$ cat src/rtl/hdmi_pkg.sv
// Shared constants and bus types for the HDMI data-island packet serializer.
package hdmi_pkg;

    localparam int unsigned PACKET_PIXELS      = 32;
    localparam int unsigned HEADER_DATA_PIXELS = 24;
    localparam int unsigned SUB_DATA_PIXELS    = 28;
    localparam int unsigned NUM_SUB            = 4;
    localparam int unsigned HDR_W              = 24;
    localparam int unsigned SUB_W              = 56;
    localparam int unsigned ECC_W              = 8;
    localparam int unsigned CNT_W              = 5;
    localparam int unsigned DATA_W             = 9;

    // Reflected BCH generator 1 + x^6 + x^7 + x^8, applied LSB first.
    localparam logic [ECC_W-1:0] BCH_POLY = 8'h83;

    typedef logic [SUB_W-1:0]              subpacket_t;
    typedef subpacket_t [NUM_SUB-1:0]      sub_bus_t;

endpackage

$ cat src/rtl/hdmi_packet_serializer_if.sv
// Packet bus between the upstream packet source and the serializer.
interface hdmi_packet_serializer_if;
    import hdmi_pkg::*;

    logic                 data_island_period;
    logic [HDR_W-1:0]     header;
    sub_bus_t             sub;
    logic [CNT_W-1:0]     packet_pixel_counter;
    logic                 packet_enable;
    logic [DATA_W-1:0]    packet_data;

    // Upstream side: supplies the packet and island timing.
    modport master (
        output data_island_period, header, sub,
        input  packet_pixel_counter, packet_enable, packet_data
    );

    // Serializer side.
    modport slave (
        input  data_island_period, header, sub,
        output packet_pixel_counter, packet_enable, packet_data
    );

endinterface

$ cat src/rtl/bch_ecc_step.sv
// Advances a BCH ECC accumulator by BITS input bits, bit 0 first.
module bch_ecc_step
    import hdmi_pkg::*;
#(
    parameter int unsigned BITS = 1
) (
    input  logic [ECC_W-1:0] ecc_in,
    input  logic [BITS-1:0]  data_in,
    output logic [ECC_W-1:0] ecc_out
);

    // Serial LFSR update unrolled over BITS bits.
    always_comb begin
        ecc_out = ecc_in;
        for (int unsigned i = 0; i < BITS; i++) begin
            ecc_out = (ecc_out >> 1) ^ ((ecc_out[0] ^ data_in[i]) ? BCH_POLY : '0);
        end
    end

endmodule

$ cat src/rtl/hdmi_packet_serializer.sv
// Serializes one 32-pixel HDMI data-island packet per request, appending BCH ECC.
module hdmi_packet_serializer
    import hdmi_pkg::*;
(
    input  logic                      clk_pixel,
    input  logic                      reset,
    hdmi_packet_serializer_if.slave   bus
);

    logic [CNT_W-1:0]              counter_q, counter_d;
    logic [ECC_W-1:0]              header_ecc_q, header_ecc_d, header_ecc_step;
    logic [NUM_SUB-1:0][ECC_W-1:0] sub_ecc_q, sub_ecc_d, sub_ecc_step;

    logic                          last_pixel_c;
    logic                          hdr_bit_c;
    logic [5:0]                    sub_idx_c;
    logic [2:0]                    sub_ecc_shift_c;
    logic [NUM_SUB-1:0][1:0]       sub_pair_c;

    // Bit selection for the current pixel; shifts keep indices in range past the data phase.
    always_comb begin
        last_pixel_c    = (counter_q == CNT_W'(PACKET_PIXELS - 1));
        hdr_bit_c       = 1'(bus.header >> counter_q);
        sub_idx_c       = {counter_q, 1'b0};
        sub_ecc_shift_c = 3'({2'(counter_q - CNT_W'(SUB_DATA_PIXELS)), 1'b0});
        for (int unsigned k = 0; k < NUM_SUB; k++) begin
            sub_pair_c[k] = 2'(bus.sub[k] >> sub_idx_c);
        end
    end

    bch_ecc_step #(.BITS(1)) u_header_ecc (
        .ecc_in  (header_ecc_q),
        .data_in (hdr_bit_c),
        .ecc_out (header_ecc_step)
    );

    for (genvar k = 0; k < NUM_SUB; k++) begin : g_sub_ecc
        bch_ecc_step #(.BITS(2)) u_sub_ecc (
            .ecc_in  (sub_ecc_q[k]),
            .data_in (sub_pair_c[k]),
            .ecc_out (sub_ecc_step[k])
        );
    end

    // Counter and ECC next-state; reset and island gaps restart the packet from zero.
    always_comb begin
        counter_d    = counter_q;
        header_ecc_d = header_ecc_q;
        sub_ecc_d    = sub_ecc_q;
        if (reset || !bus.data_island_period) begin
            counter_d    = '0;
            header_ecc_d = '0;
            sub_ecc_d    = '0;
        end else begin
            counter_d = counter_q + CNT_W'(1);
            if (last_pixel_c) begin
                header_ecc_d = '0;
                sub_ecc_d    = '0;
            end else begin
                if (counter_q < CNT_W'(HEADER_DATA_PIXELS)) begin
                    header_ecc_d = header_ecc_step;
                end
                if (counter_q < CNT_W'(SUB_DATA_PIXELS)) begin
                    sub_ecc_d = sub_ecc_step;
                end
            end
        end
    end

    // State registers.
    always_ff @(posedge clk_pixel) begin
        counter_q    <= counter_d;
        header_ecc_q <= header_ecc_d;
        sub_ecc_q    <= sub_ecc_d;
    end

    // Zero-latency outputs: data bits during the data phase, frozen ECC afterwards.
    always_comb begin
        bus.packet_pixel_counter = counter_q;
        bus.packet_enable        = bus.data_island_period && last_pixel_c && !reset;
        bus.packet_data          = '0;
        if (bus.data_island_period) begin
            bus.packet_data[0] = (counter_q < CNT_W'(HEADER_DATA_PIXELS))
                               ? hdr_bit_c
                               : 1'(header_ecc_q >> (counter_q - CNT_W'(HEADER_DATA_PIXELS)));
            for (int unsigned k = 0; k < NUM_SUB; k++) begin
                if (counter_q < CNT_W'(SUB_DATA_PIXELS)) begin
                    bus.packet_data[1 + k] = sub_pair_c[k][0];
                    bus.packet_data[5 + k] = sub_pair_c[k][1];
                end else begin
                    bus.packet_data[1 + k] = 1'(sub_ecc_q[k] >> sub_ecc_shift_c);
                    bus.packet_data[5 + k] = 1'(sub_ecc_q[k] >> (sub_ecc_shift_c + 3'd1));
                end
            end
        end
    end

endmodule

$ cat src/flat_wrapper.sv
// flat-port wrapper written by rule: the top's interface ports become plain ports
module hdmi_packet_serializer_flat import hdmi_pkg::*;
  (clk_pixel, reset, bus_data_island_period, bus_header, bus_sub, bus_packet_pixel_counter, bus_packet_enable, bus_packet_data);
  hdmi_packet_serializer_if bus_i ();
  input  logic clk_pixel;
  input  logic reset;
  input wire logic [$bits(bus_i.data_island_period)-1:0] bus_data_island_period;
  input wire logic [$bits(bus_i.header)-1:0] bus_header;
  input wire logic [$bits(bus_i.sub)-1:0] bus_sub;
  output wire logic [$bits(bus_i.packet_pixel_counter)-1:0] bus_packet_pixel_counter;
  output wire logic [$bits(bus_i.packet_enable)-1:0] bus_packet_enable;
  output wire logic [$bits(bus_i.packet_data)-1:0] bus_packet_data;
  assign bus_i.data_island_period = bus_data_island_period;
  assign bus_i.header = bus_header;
  assign bus_i.sub = bus_sub;
  assign bus_packet_pixel_counter = bus_i.packet_pixel_counter;
  assign bus_packet_enable = bus_i.packet_enable;
  assign bus_packet_data = bus_i.packet_data;
  hdmi_packet_serializer u_core (.clk_pixel(clk_pixel), .reset(reset), .bus(bus_i));
endmodule
$ cat config.mk
export PLATFORM = sky130hd
export DESIGN_NAME = hdmi_packet_serializer_flat
export DESIGN_NICKNAME = d
export VERILOG_FILES = /design/src/rtl/hdmi_pkg.sv /design/src/rtl/hdmi_packet_serializer_if.sv /design/src/rtl/bch_ecc_step.sv /design/src/rtl/hdmi_packet_serializer.sv /design/src/flat_wrapper.sv
export SDC_FILE = /design/constraint.sdc
export NUM_CORES = 1
export LEC_CHECK = 0
export BUFFER_PORTS_ARGS = -buffer_cell sky130_fd_sc_hd__buf_2
export CORE_MARGIN = 1
export CORE_UTILIZATION = 35
export CTS_CLUSTER_SIZE = 12
export DETAILED_ROUTE_END_ITERATION = 6
export PLACE_DENSITY = 0.77
export SLEW_MARGIN = 5
export SYNTH_ARGS = -nofsm -noshare
export SYNTH_HDL_FRONTEND = slang
export SYNTH_SLANG_ARGS = --single-unit
export TNS_END_PERCENT = 100
$ cat constraint.sdc
create_clock -name clk_pixel -period 3 [get_ports clk_pixel]
set_input_delay 0.15 -clock clk_pixel [delete_from_list [all_inputs] [get_ports clk_pixel]]
set_output_delay 0.15 -clock clk_pixel [all_outputs]
set_load 0.02 [all_outputs]
Yosys cells after proc, flatten, opt, wreduce, memory -nomap -nowiden --
Cells that the tools add are included.
Storage, ports and cells: register bits 45, input bits 251, output and inout bits 15, logic and storage cells 70
Cells by class: add/sub/neg operators 4, $lt $le $gt $ge 2, equality and inequality tests 1, shift-type cells 14, muxes and demuxes 19, bitwise operators 18, reductions and logical operators 6
Operator list (count):
- $shr A56 B6 Y2 | 4
- $mux W8 | 9
- $xor A7 B8 Y8 | 9
- $shr A8 B3 Y1 | 8
- $shr A24 B5 Y1 | 1
- $lt A5 B5 Y1 const B | 2
- $mux W1 | 9
- $mux W9 | 1
- $xor A1 B1 Y1 | 9
- $shr A8 B5 Y1 | 1
- $add A5 B1 Y5 const B | 1
- $eq A5 B5 Y1 const B | 1
- $sub A5 B5 Y5 const B | 1
- $add A3 B1 Y3 const B | 1
- $logic_and A1 B1 Y1 | 2
- $logic_not A1 Y1 | 2
- $reduce_or A2 Y1 | 1
- $sub A2 B1 Y2 const B | 1
- $logic_or A1 B1 Y1 | 1

Logic depth before layout (Yosys ltp) --
depth in word-level cells 7, gate-level depth with buffers 10

Hierarchy --
From an unflattened synthesis, not the netlist that was laid out.
Unflattened totals: cells, all modules 535, area total of the unflattened synthesis 4708.3 um^2
By module, submodules not included:
- hdmi_packet_serializer | times used 1, cells an instance 487, area an instance 4214.0 um^2, seq. area each 900.9 um^2
- bch_ecc_step (u_core.g_sub_ecc[0].u_sub_ecc ...) | times used 4, cells an instance 10, area an instance 100.1 um^2, seq. area each 0.0 um^2
- bch_ecc_step (u_core.u_header_ecc) | times used 1, cells an instance 8, area an instance 93.8 um^2, seq. area each 0.0 um^2

Least setup slack after synthesis --
OpenSTA, ideal clock, no wires.
kind register to register, start point reg u_core.counter_q[2], in the netlist u_core.bus.packet_pixel_counter[2], end point reg u_core.sub_ecc_q[9] (netlist name), setup time 0.122 ns, arrival 2.791 ns, path slack 0.087 ns, stages on the path, launching flop included 11, path buffers 3, path through dfxtp_1 buf_2 buf_2 buf_1 and3_1 ha_1 nor2_1 and2_1 and2_1 mux4_2 a311o_1
Between the ends: longest elaborated chain between the ends 7, elaborated cells on any way between the ends 10, classes of those cells order compare (1); eq/ne (1); shift (1); mux (2); bitwise (4); reduce/logical (1)
Ends and longest elaborated chain:
- start, declared | RTL line hdmi_packet_serializer.sv:10 | logic [CNT_W-1:0] counter_q, counter_d;
- start signal, assigned | RTL line hdmi_packet_serializer.sv:72 | counter_q <= counter_d;
- $shr A56 B6 Y2 | RTL line hdmi_packet_serializer.sv:27 | sub_pair_c[k] = 2'(bus.sub[k] >> sub_idx_c);
- $xor A1 B1 Y1 | RTL line bch_ecc_step.sv:16 | ecc_out = (ecc_out >> 1) ^ ((ecc_out[0] ^ data_in[i]) ? BCH_POLY : '0);
- $mux W8 | RTL line bch_ecc_step.sv:16
- $xor A7 B8 Y8 | RTL line bch_ecc_step.sv:16
- $xor A1 B1 Y1 | RTL line bch_ecc_step.sv:16
- $mux W8 | RTL line bch_ecc_step.sv:16
- $xor A7 B8 Y8 | RTL line bch_ecc_step.sv:16
- end signal, assigned | RTL line hdmi_packet_serializer.sv:74 | sub_ecc_q <= sub_ecc_d;
- end, declared | RTL line hdmi_packet_serializer.sv:12 | logic [NUM_SUB-1:0][ECC_W-1:0] sub_ecc_q, sub_ecc_d, sub_ecc_step;
Parallel ways exist; a longest one is shown, timed or not. A chain may end at the register's enable or synchronous reset.

Worst setup path after layout --
start point reg u_core.counter_q[0], in the netlist u_core.bus.packet_pixel_counter[0], end point reg u_core.sub_ecc_q[9] (netlist name)
Same word-level chain as after synthesis.

==> metrics.cfg <==
[worst_setup_path]
cp-start-kind = flop
cp_num_buf_inv = 1
worst-endpoint-required_ns = 3.17
cp_data_arrival_time_ns = 3.06
cpMostUsedCell = mux4_2
critPathMaxStageDelay_ns = 0.53
crit_type = reg2reg
worstPathCellList = buf_12 -> mux4_2 -> a22oi_2 -> and3b_1 -> nand2_2 -> and2_1 -> mux4_2 -> a311o_1
cp_top_family = multiplexers
end_kind = flop
critPathSlowestCell = mux4_2
r2r_slack_ns = 0.12
crit_fanout = 16

[die]
die_h_um = 116
fp.dieW_um = 116
rows = 41
die_area_sq_mm = 0.0135
ios = 266
core_sq_mm = 0.0127
start_util_pct = 35.9

[logic_synthesis]
synth_edf_count = 0
avgSynthCellArea_sq_um = 9.76
yosysSeqAreaShare_pct = 19.8
synthSimpleGateAreaFrac_pct = 17.2
synth-xor-area-share_pct = 3.66
synth_compound_area_share_pct = 14.4
synth-adder-area-share_pct = 0.825
synth_top_family_by_area = multiplexers
synth_mux_area_share_pct = 39.1
ys.flop_type = dfxtp_1
syn_area_sq_mm = 0.00455
synth-seq-cells = 45
syn_inst = 466
synthArstFlopShare_pct = 0
synth_fp_nets = 720
yosys_warnings = 0
ys_types = 57

[cts]
clk_latency_ns = 0.28
root_buffer = clkbuf_16
cts_buffer_depth = 2
post_cts_buffers = 0
clkTransAtPathRegs_ns = 0.06
clock-sinks = 45
cts_tree = done
cts-htree-levels = 2
cts_buffers = 5

[finish]
layout-drive-gt1-share_pct = 50.8
final_cell_area_sq_mm = 0.00632
synthToLayoutAreaGrowth_pct = 38.9
final_nets = 984

[route]
top_layer_used = met4
wl_met2_mm = 8.29
drt_iter0_drc = 296
drt_pass1_iterations = 5
wirelength_mm = 16.8
drc = 0
met1Wirelength_mm = 6.60
antenna_left = 0
wl_met3_mm = 1.65
avgViaCountPerCell = 5.47
wire_per_inst_um = 18.6
num_vias = 4942

[timing]
maxSlewViolCount = 0
finalSetupViolations = 0
slew_headroom_pct = 55.9
worst_pin_slew_ns = 0.661
skew_ns = 0.00707
fin_tns_setup_ns = 0
timing.final.crit_share_pct = 96.1
rsz0062_at_grt = no
worst_slack_ns = 0.118
timing.fmax_mhz = 347
hold_viol_final = 0
period_needed_ns = 2.88

[power_and_ir_drop]
p_per_area_mw_per_mm2 = 290
p_total_uw = 1830
irDropWorstVdd_uv = 226
power.leakage_uw = 0.00271

[global_routing]
grt_first_pass_wirelength_mm = 25.1
grt.overflow.total = 0
grt_max_degree = 32
grt_pass1_vias = 4883
antenna_found_initial = 1
track_usage_pct = 24.8

[placement]
dp_slack_ns = 0.0821
placed_cell_area_sq_mm = 0.00615
gp_congestion = 0.847
post-dp-hpwl_mm = 13.8
io_buffers = 265

[worst_hold_path]
hold_class = in2reg

[run]
max_cap_violations = 0

[outcome]
status = complete, no violations

-- report_power, final --
group,switching [uW],internal [uW],total [uW],leakage [uW]
clock network,224,309,533,0.0000641
registers,38.2,628,666,0.000368
logic,270,363,632,0.00228
-- cells by family (layout without fill, tap and decap cells) --
group / after synthesis / in the layout
simple gates: 160 / 160
mux: 99 / 99
compound gates: 98 / 98
flops: 45 / 45
buf+inv: 42 / 307
xor+xnor: 19 / 19
fa+ha+maj: 3 / 3
other cells: 0 / 1
-- registers in the layout (all words and copies together) (netlist names) --
register,flops
u_core.header_ecc_q,8
u_core.sub_ecc_q,32
u_core.bus.packet_pixel_counter,5
-- placed cells by master (no fill, tap or decap), drive strengths merged, types with 2 or more instances in the layout --
master    n
o31ai     2
clkinv    2
a31oi     4
nor3      8
xnor2    14
or4       2
nand4     6
nor2     24
a32oi     2
buf     293
clkbuf    7
a21oi    34
dfxtp    45
and2     11
and3b     4
a22o      5
nor3b     7
a21boi    2
nand2b    5
nand2    65
a22oi    15
and2b     3
ha        3
and3      3
xor2      5
mux2      7
mux2i    32
or3       3
o21ai    15
nand3    13
nor2b     5
o211a     4
mux4     60
a211oi    5
inv       4
-- routing by layer --
layer	global-route usage [%]	vias to the layer above
met5	0	-
met2	44.0	254
met3	5.96	16
met1	30.1	2339
li1	-	2333
met4	5.81	0
-- synthesized netlist by cell type (all sizes together) (4+ instances only) --
library cell	instances	share of area (%)
nand2	65	5.4
mux4	60	30
dfxtp	45	20
a21oi	34	3.7
mux2i	32	7.0
nor2	24	2.0
buf	20	3.3
clkbuf	16	1.3
a22oi	15	2.5
o21ai	15	1.7
xnor2	14	2.7
nand3	13	1.4
and2	11	1.5
nor3	8	0.88
mux2	7	1.7
nor3b	7	1.2
nand4	6	0.83
a211oi	5	0.83
a22o	5	0.96
nand2b	5	0.69
nor2b	5	0.69
xor2	5	0.96
a31oi	4	0.88
and3b	4	0.77
inv	4	0.33
o211a	4	0.88
-- worst paths after layout --
kind	endpoint	cells past startpoint	start
hold reg to reg	u_core.sub_ecc_q[20]	2	u_core.sub_ecc_q[20]
setup / recovery	u_core.sub_ecc_q[9]	8	u_core.bus.packet_pixel_counter[0]
setup reg to reg	u_core.sub_ecc_q[9]	8	u_core.bus.packet_pixel_counter[0]
hold / removal	u_core.bus.packet_pixel_counter[1]	3	reset
-- worst register-to-register path, cell delays in order, from the launching register on --
cell     delay, ns
dfxtp_4       0.49
buf_12        0.21
mux4_2        0.55
a22oi_2       0.30
and3b_1       0.26
nand2_2       0.07
and2_1        0.13
mux4_2        0.45
a311o_1       0.32
-- cell type report --
cell class,instances,area [sq um]
clock buffer,7,133
antenna,1,2.50
sequential,45,910
fill,1213,6350
clock inverter,1,7.51
timing repair buffer,293,1590
inverter,6,22.5
multi-input combinational,379,3440
tap,172,215
-- per-stage QoR --
| step | utilization (%) | instances | hold WS [ns] |
|---|---|---|---|
| after floorplan | - | 466 | 0.340 |
| after global placement | 48.5 | 895 | 0.456 |
| after detailed placement | 48.5 | 895 | 0.463 |
| after CTS | 49.6 | 903 | 0.208 |
| after global routing | 49.9 | 904 | 0.229 |
| final | 49.9 | 904 | 0.206 |
-- repair_timing --
item	CTS	global route
hold buffers	0	0
gates resized for setup	0	5
setup endpoints to repair	0	3
Power figures use the tool's default switching activity.
